### config.mk
export PLATFORM = sky130hd
export DESIGN_NAME = alu_issue_ctrl
export DESIGN_NICKNAME = d
export VERILOG_FILES = /design/src/rtl/alu_issue_ctrl.sv
export SDC_FILE = /design/constraint.sdc
export NUM_CORES = 1
export LEC_CHECK = 0
export CAP_MARGIN = 20
export CORE_ASPECT_RATIO = 0.7
export CORE_MARGIN = 3
export CORE_UTILIZATION = 30
export CTS_BUF_LIST = sky130_fd_sc_hd__clkbuf_16
export DETAILED_ROUTE_END_ITERATION = 7
export GPL_ROUTABILITY_DRIVEN = 0
export GPL_TIMING_DRIVEN = 0
export PLACE_DENSITY = 0.77
export SLEW_MARGIN = 0
export SYNTH_ARGS = -nofsm -noshare
export SYNTH_HDL_FRONTEND = slang
export SYNTH_SLANG_ARGS = --single-unit
### constraint.sdc
create_clock -name clk -period 1.8 [get_ports clk]
set_clock_uncertainty 0.05 [all_clocks]
set_input_delay 0.18 -clock clk [delete_from_list [all_inputs] [get_ports clk]]
set_output_delay 0.18 -clock clk [all_outputs]
set_load 0.02 [all_outputs]
### src/rtl/alu_issue_ctrl.sv
// Issue/response front-end for the 64-bit ALU; ALU_ISSUE_ILLEGAL_TRAP_EN forces a trap response for illegal ops.
// Latency: accept at edge t, response valid after edge t+1; one op in flight, min spacing 3 cycles.
// Backpressure: response held stable while resp_ready is low; req_ready low until the response is taken.
module alu_issue_ctrl #(
    parameter int DATA_WIDTH = 64,
    parameter int CNT_WIDTH  = 16
) (
    input  logic                  clk,
    input  logic                  rst_n,
    input  logic                  req_valid,
    output logic                  req_ready,
    input  logic [1:0]            req_alu_op,
    input  logic [10:0]           req_opcode,
    input  logic [DATA_WIDTH-1:0] req_a,
    input  logic [DATA_WIDTH-1:0] req_b,
    output logic [3:0]            alu_signal,
    output logic [DATA_WIDTH-1:0] alu_data_a,
    output logic [DATA_WIDTH-1:0] alu_data_b,
    input  logic [DATA_WIDTH-1:0] alu_result,
    input  logic                  alu_zero,
    output logic                  resp_valid,
    input  logic                  resp_ready,
    output logic [DATA_WIDTH-1:0] resp_result,
    output logic                  resp_zero,
    output logic                  resp_err,
    output logic [CNT_WIDTH-1:0]  op_count
);

    localparam logic [1:0] ST_IDLE = 2'd0;
    localparam logic [1:0] ST_EXEC = 2'd1;
    localparam logic [1:0] ST_RESP = 2'd2;

    localparam logic [3:0] SIG_AND     = 4'b0000;
    localparam logic [3:0] SIG_ORR     = 4'b0001;
    localparam logic [3:0] SIG_ADD     = 4'b0010;
    localparam logic [3:0] SIG_SUB     = 4'b0110;
    localparam logic [3:0] SIG_PASS_B  = 4'b0111;
    localparam logic [3:0] SIG_NOR     = 4'b1100;
    localparam logic [3:0] SIG_ILLEGAL = 4'b1111;

    localparam logic [10:0] OPC_ADD = 11'b10001011000;
    localparam logic [10:0] OPC_SUB = 11'b11001011000;
    localparam logic [10:0] OPC_AND = 11'b10001010000;
    localparam logic [10:0] OPC_ORR = 11'b10101010000;
    localparam logic [10:0] OPC_NOR = 11'b11101010000;

    localparam logic [CNT_WIDTH-1:0] CNT_ONE = {{(CNT_WIDTH-1){1'b0}}, 1'b1};

    logic [1:0] state;
    logic [3:0] dec_signal;

    assign req_ready = (state == ST_IDLE);

    always_comb begin
        dec_signal = SIG_ILLEGAL;
        case (req_alu_op)
            2'b00: dec_signal = SIG_ADD;
            2'b01: dec_signal = SIG_PASS_B;
            2'b10: begin
                case (req_opcode)
                    OPC_ADD: dec_signal = SIG_ADD;
                    OPC_SUB: dec_signal = SIG_SUB;
                    OPC_AND: dec_signal = SIG_AND;
                    OPC_ORR: dec_signal = SIG_ORR;
                    OPC_NOR: dec_signal = SIG_NOR;
                    default: dec_signal = SIG_ILLEGAL;
                endcase
            end
            default: dec_signal = SIG_ILLEGAL;
        endcase
    end

`ifndef ALU_ISSUE_ILLEGAL_TRAP_EN
    assign resp_err = 1'b0;
`endif

    always_ff @(posedge clk) begin
        if (!rst_n) begin
            state       <= ST_IDLE;
            alu_signal  <= 4'b0000;
            alu_data_a  <= '0;
            alu_data_b  <= '0;
            resp_valid  <= 1'b0;
            resp_result <= '0;
            resp_zero   <= 1'b0;
            op_count    <= '0;
`ifdef ALU_ISSUE_ILLEGAL_TRAP_EN
            resp_err    <= 1'b0;
`endif
        end else begin
            case (state)
                ST_IDLE: begin
                    if (req_valid) begin
                        alu_signal <= dec_signal;
                        alu_data_a <= req_a;
                        alu_data_b <= req_b;
                        state      <= ST_EXEC;
                    end
                end
                ST_EXEC: begin
`ifdef ALU_ISSUE_ILLEGAL_TRAP_EN
                    // 1111 is only ever issued for an illegal decode, so it doubles as the trap flag.
                    if (alu_signal == SIG_ILLEGAL) begin
                        resp_result <= '0;
                        resp_zero   <= 1'b1;
                        resp_err    <= 1'b1;
                    end else begin
                        resp_result <= alu_result;
                        resp_zero   <= alu_zero;
                        resp_err    <= 1'b0;
                    end
`else
                    resp_result <= alu_result;
                    resp_zero   <= alu_zero;
`endif
                    resp_valid <= 1'b1;
                    state      <= ST_RESP;
                end
                ST_RESP: begin
                    if (resp_ready) begin
                        resp_valid <= 1'b0;
                        op_count   <= op_count + CNT_ONE;
                        state      <= ST_IDLE;
                    end
                end
                default: state <= ST_IDLE;
            endcase
        end
    end

endmodule

==> impl_metrics.py <==
metrics = {
    "outcome": {
        "status": "completed",
    },
    "global_route": {
        "gr-total-overflow": 0,
        "grtUsageTotal_pct": 20.46,
        "gr-usage-met3_pct": 7.067,
        "grt_first_pass_wirelength_um": 44890,
        "grt_pass1_vias": 8016,
        "grtUsageMet1_pct": 24.04,
        "grt.busiest_layer": "met2",
        "grt.met2_usage_pct": 34.05,
        "grt_max_degree": 15,
        "antenna_found_initial": 0,
    },
    "die": {
        "io_pins": 426,
        "start_util_pct": 30.72,
        "coreArea_um2": 24860,
        "die_w_um": 196.7,
        "die_y_um": 139.5,
        "fp-row-count": 48,
        "die_area_um2": 27440,
    },
    "worst_setup_path": {
        "required_ns": 1.57,
        "critPathSlowestCell": "clkdlybuf4s50_1",
        "crit_chain": "clkdlybuf4s50_1",
        "cp-end-kind": "output port",
        "cp_num_buf_inv": 1,
        "cp.arrival_ns": 1.56,
        "critPathKind": "flop to output port",
        "r2r_slack_ns": 0.08,
        "critPathMaxStageDelay_ns": 0.73,
        "startpoint": "resp_result[37]",
        "startpoint_type": "flop",
        "critical-path-top-delay-family": "buffers and inverters",
        "reg2regPathDepth": 7,
        "cp_max_fo": 2,
        "r2r_start": "state[0]",
        "r2r-end": "op_count[13]",
    },
    "clock_network": {
        "clk_path_buf_depth": 3,
        "cts_tree": "done",
        "cts_buffers": 23,
        "numClockSinks": 216,
        "cts-root-buf": "clkbuf_16",
        "clock_latency_ns": 0.49,
        "ctsHoldBuffers": 0,
        "path_clk_slew_ns": 0.06,
        "ctsHtreeMaxLevel": 1,
    },
    "drt": {
        "ant_nets": 0,
        "first_pass_iters": 5,
        "remaining_drc_errors": 0,
        "first_iter_violations": 334,
        "wirelength_um": 29520,
        "wire_per_inst_um": 16.83,
        "num_vias": 8237,
        "avgViaCountPerCell": 4.696,
    },
    "layout": {
        "antennaDiodeCount": 0,
        "finalInstanceArea_um2": 13160,
        "drive_gt1_share_pct": 6.018,
        "num-nets-final": 1624,
        "syn_to_final_growth_pct": 72.22,
    },
    "yosys": {
        "synth.largest_area_cell": "dfxtp_1",
        "synth_top_area_share_pct": 56.61,
        "yosysUniqueCellTypes": 37,
        "ys_seq_area_share_pct": 56.61,
        "netlist_area_um2": 7639,
        "async_flop_share_pct": 0,
        "syn_area_per_cell_um2": 7.949,
        "ys_ff_latch": 216,
        "synth_edf_count": 0,
        "synthesis.nets": 1172,
        "ys_top_cells_by_count": "393 x nand2_1, 216 x dfxtp_1, 202 x a21oi_1",
        "ys_warn_count": 0,
        "synthFlopType": "dfxtp_1",
        "synth.most_common_cell": "nand2_1",
        "yosys-top-cells-area": "dfxtp_1 57%, nand2_1 19%, a21oi_1 13%, clkbuf_1 2.8%, xor2_1 0.92%",
        "synth_cells": 961,
    },
    "power": {
        "pwr-share-seq_pct": 42.7,
        "p_leak_nw": 5.041,
        "power.share.clock_pct": 39.6,
        "power.switching_mw": 3.139,
        "combPwrFrac_pct": 17.7,
        "intPower_mw": 9.013,
        "max-vdd-ir-drop_uv": 607.0,
        "p_sw_share_pct": 25.83,
        "power_density_nw_per_um2": 923.8,
    },
    "placed_design": {
        "hpwl_um": 23010,
        "portBuffers": 424,
        "place_area_um2": 12290,
        "pre_cts_ws_ns": -0.8567,
    },
    "job": {
        "maxCapViolCount": 0,
    },
    "sta": {
        "finalHoldViolCount": 0,
        "slew_headroom_pct": 56.41,
        "tightest_slew_ns": 0.6538,
        "fmax_mhz": 559.3,
        "setup_slack_ns": 0.01200,
        "period_share_pct": 99.33,
        "finalSetupViolations": 0,
        "slew_viol_final": 0,
        "period_minus_slack_ns": 1.788,
    },
    "hold_path": {
        "worstHoldEndpoint": "resp_result[13]",
        "min_path_cells": 3,
        "min_from": "alu_result[13]",
        "hold_path.class": "primary input to flop",
    },
}
sequential cells by signal, indices dropped and copies added, names as in the netlist:
name	cells
op_count	16
state	2
resp_result	64
resp_zero	1
alu_data_b	64
resp_valid	1
alu_signal	4
alu_data_a	64
power by group through the flow:
stage               logic (mW)  registers [mW]  clock network [mW]
global placement          2.12            5.28                   0
detailed placement        2.14            5.30                   0
finish                    2.15            5.19                4.81
floorplan                0.567            5.61                   0
global route              2.31            5.22                5.14
CTS                       2.16            5.19                4.94
logic make-up (layout without fill, tap and decap cells):
kind of cell               after synthesis  after routing  synth area share (%)
and+or+nand+nor                        444            444                 23.62
other                                    1              1               0.04909
xor gates and xnor gates                 9              9                 1.032
muxes                                    1              1                0.1310
DFF                                    216            216                 56.61
AOI/OAI and AO/OA                      217            217                 14.41
buffers and inverters                   72            540                 3.980
adders and majority gates                1              1                0.1638
metrics by stage:
step / hold slack (ns) / TNS [ns] / power, mW / util, % / std cells
after floorplan: 0.2477 / 0 / 6.174 / - / 961
after global placement: 0.3903 / -124.39 / 7.399 / 49.43 / 1710
after detailed placement: 0.3955 / -127.19 / 7.437 / 49.43 / 1710
after CTS: 0.1538 / -0.8476 / 12.30 / 52.67 / 1753
after global routing: 0.1714 / -0.008030 / 12.67 / 52.91 / 1754
final: 0.1770 / 0 / 12.15 / 52.91 / 1754
per-layer routing:
metal  vias to the layer above  wire length, um
li1                       4026                -
met1                      3807            11830
met2                       335            13500
met3                        69             2742
met4                         0             1449
met5                         -                0
cell usage in the layout, fill, tap and decap left out, types with 4 or more instances in the layout:
master           instances
clkdlybuf4s50_1        405
nand2_1                393
dfxtp_1                212
a21oi_1                202
clkbuf_1                27
clkbuf_2                25
clkbuf_16               23
nor2_1                  14
dlygate4sd2_1           12
buf_2                   10
o21ai_0                 10
xor2_1                   8
inv_1                    7
dlymetal6s2s_1           7
buf_4                    6
nand3_1                  5
or3_1                    5
nand4_1                  5
clkinv_1                 4
bufinv_16                4
dfxtp_2                  4
repair_timing:
action	in CTS	in global routing
buffers inserted	2	2
resized for setup	36	35
pin swaps	0	2
setup endpoints to repair	195	174
layout make-up:
type / instances / area, um^2
plain buffers: 69 / 340.3
clock buffers: 23 / 575.6
clock inverters: 18 / 192.7
fillers: 2250 / 11710
inverters: 2 / 7.507
multi-input cells: 673 / 3027
flip-flops and latches: 216 / 4329
well taps: 325 / 406.6
repair buffers: 428 / 4277
how the worst max path moves through the flow:
stage                      end  slack, ns  cells past startpoint
2_1_floorplan     op_count[15]       0.06                      5
3_3_place_gp    alu_data_b[20]      -0.83                      6
3_5_place_dp    alu_data_b[21]      -0.86                      6
4_1_cts        resp_result[45]      -0.06                      6
5_1_grt        resp_result[41]     -0.008                      6
6_report       resp_result[37]       0.01                      1
Note: power is estimated with default switching activity, not from simulation.
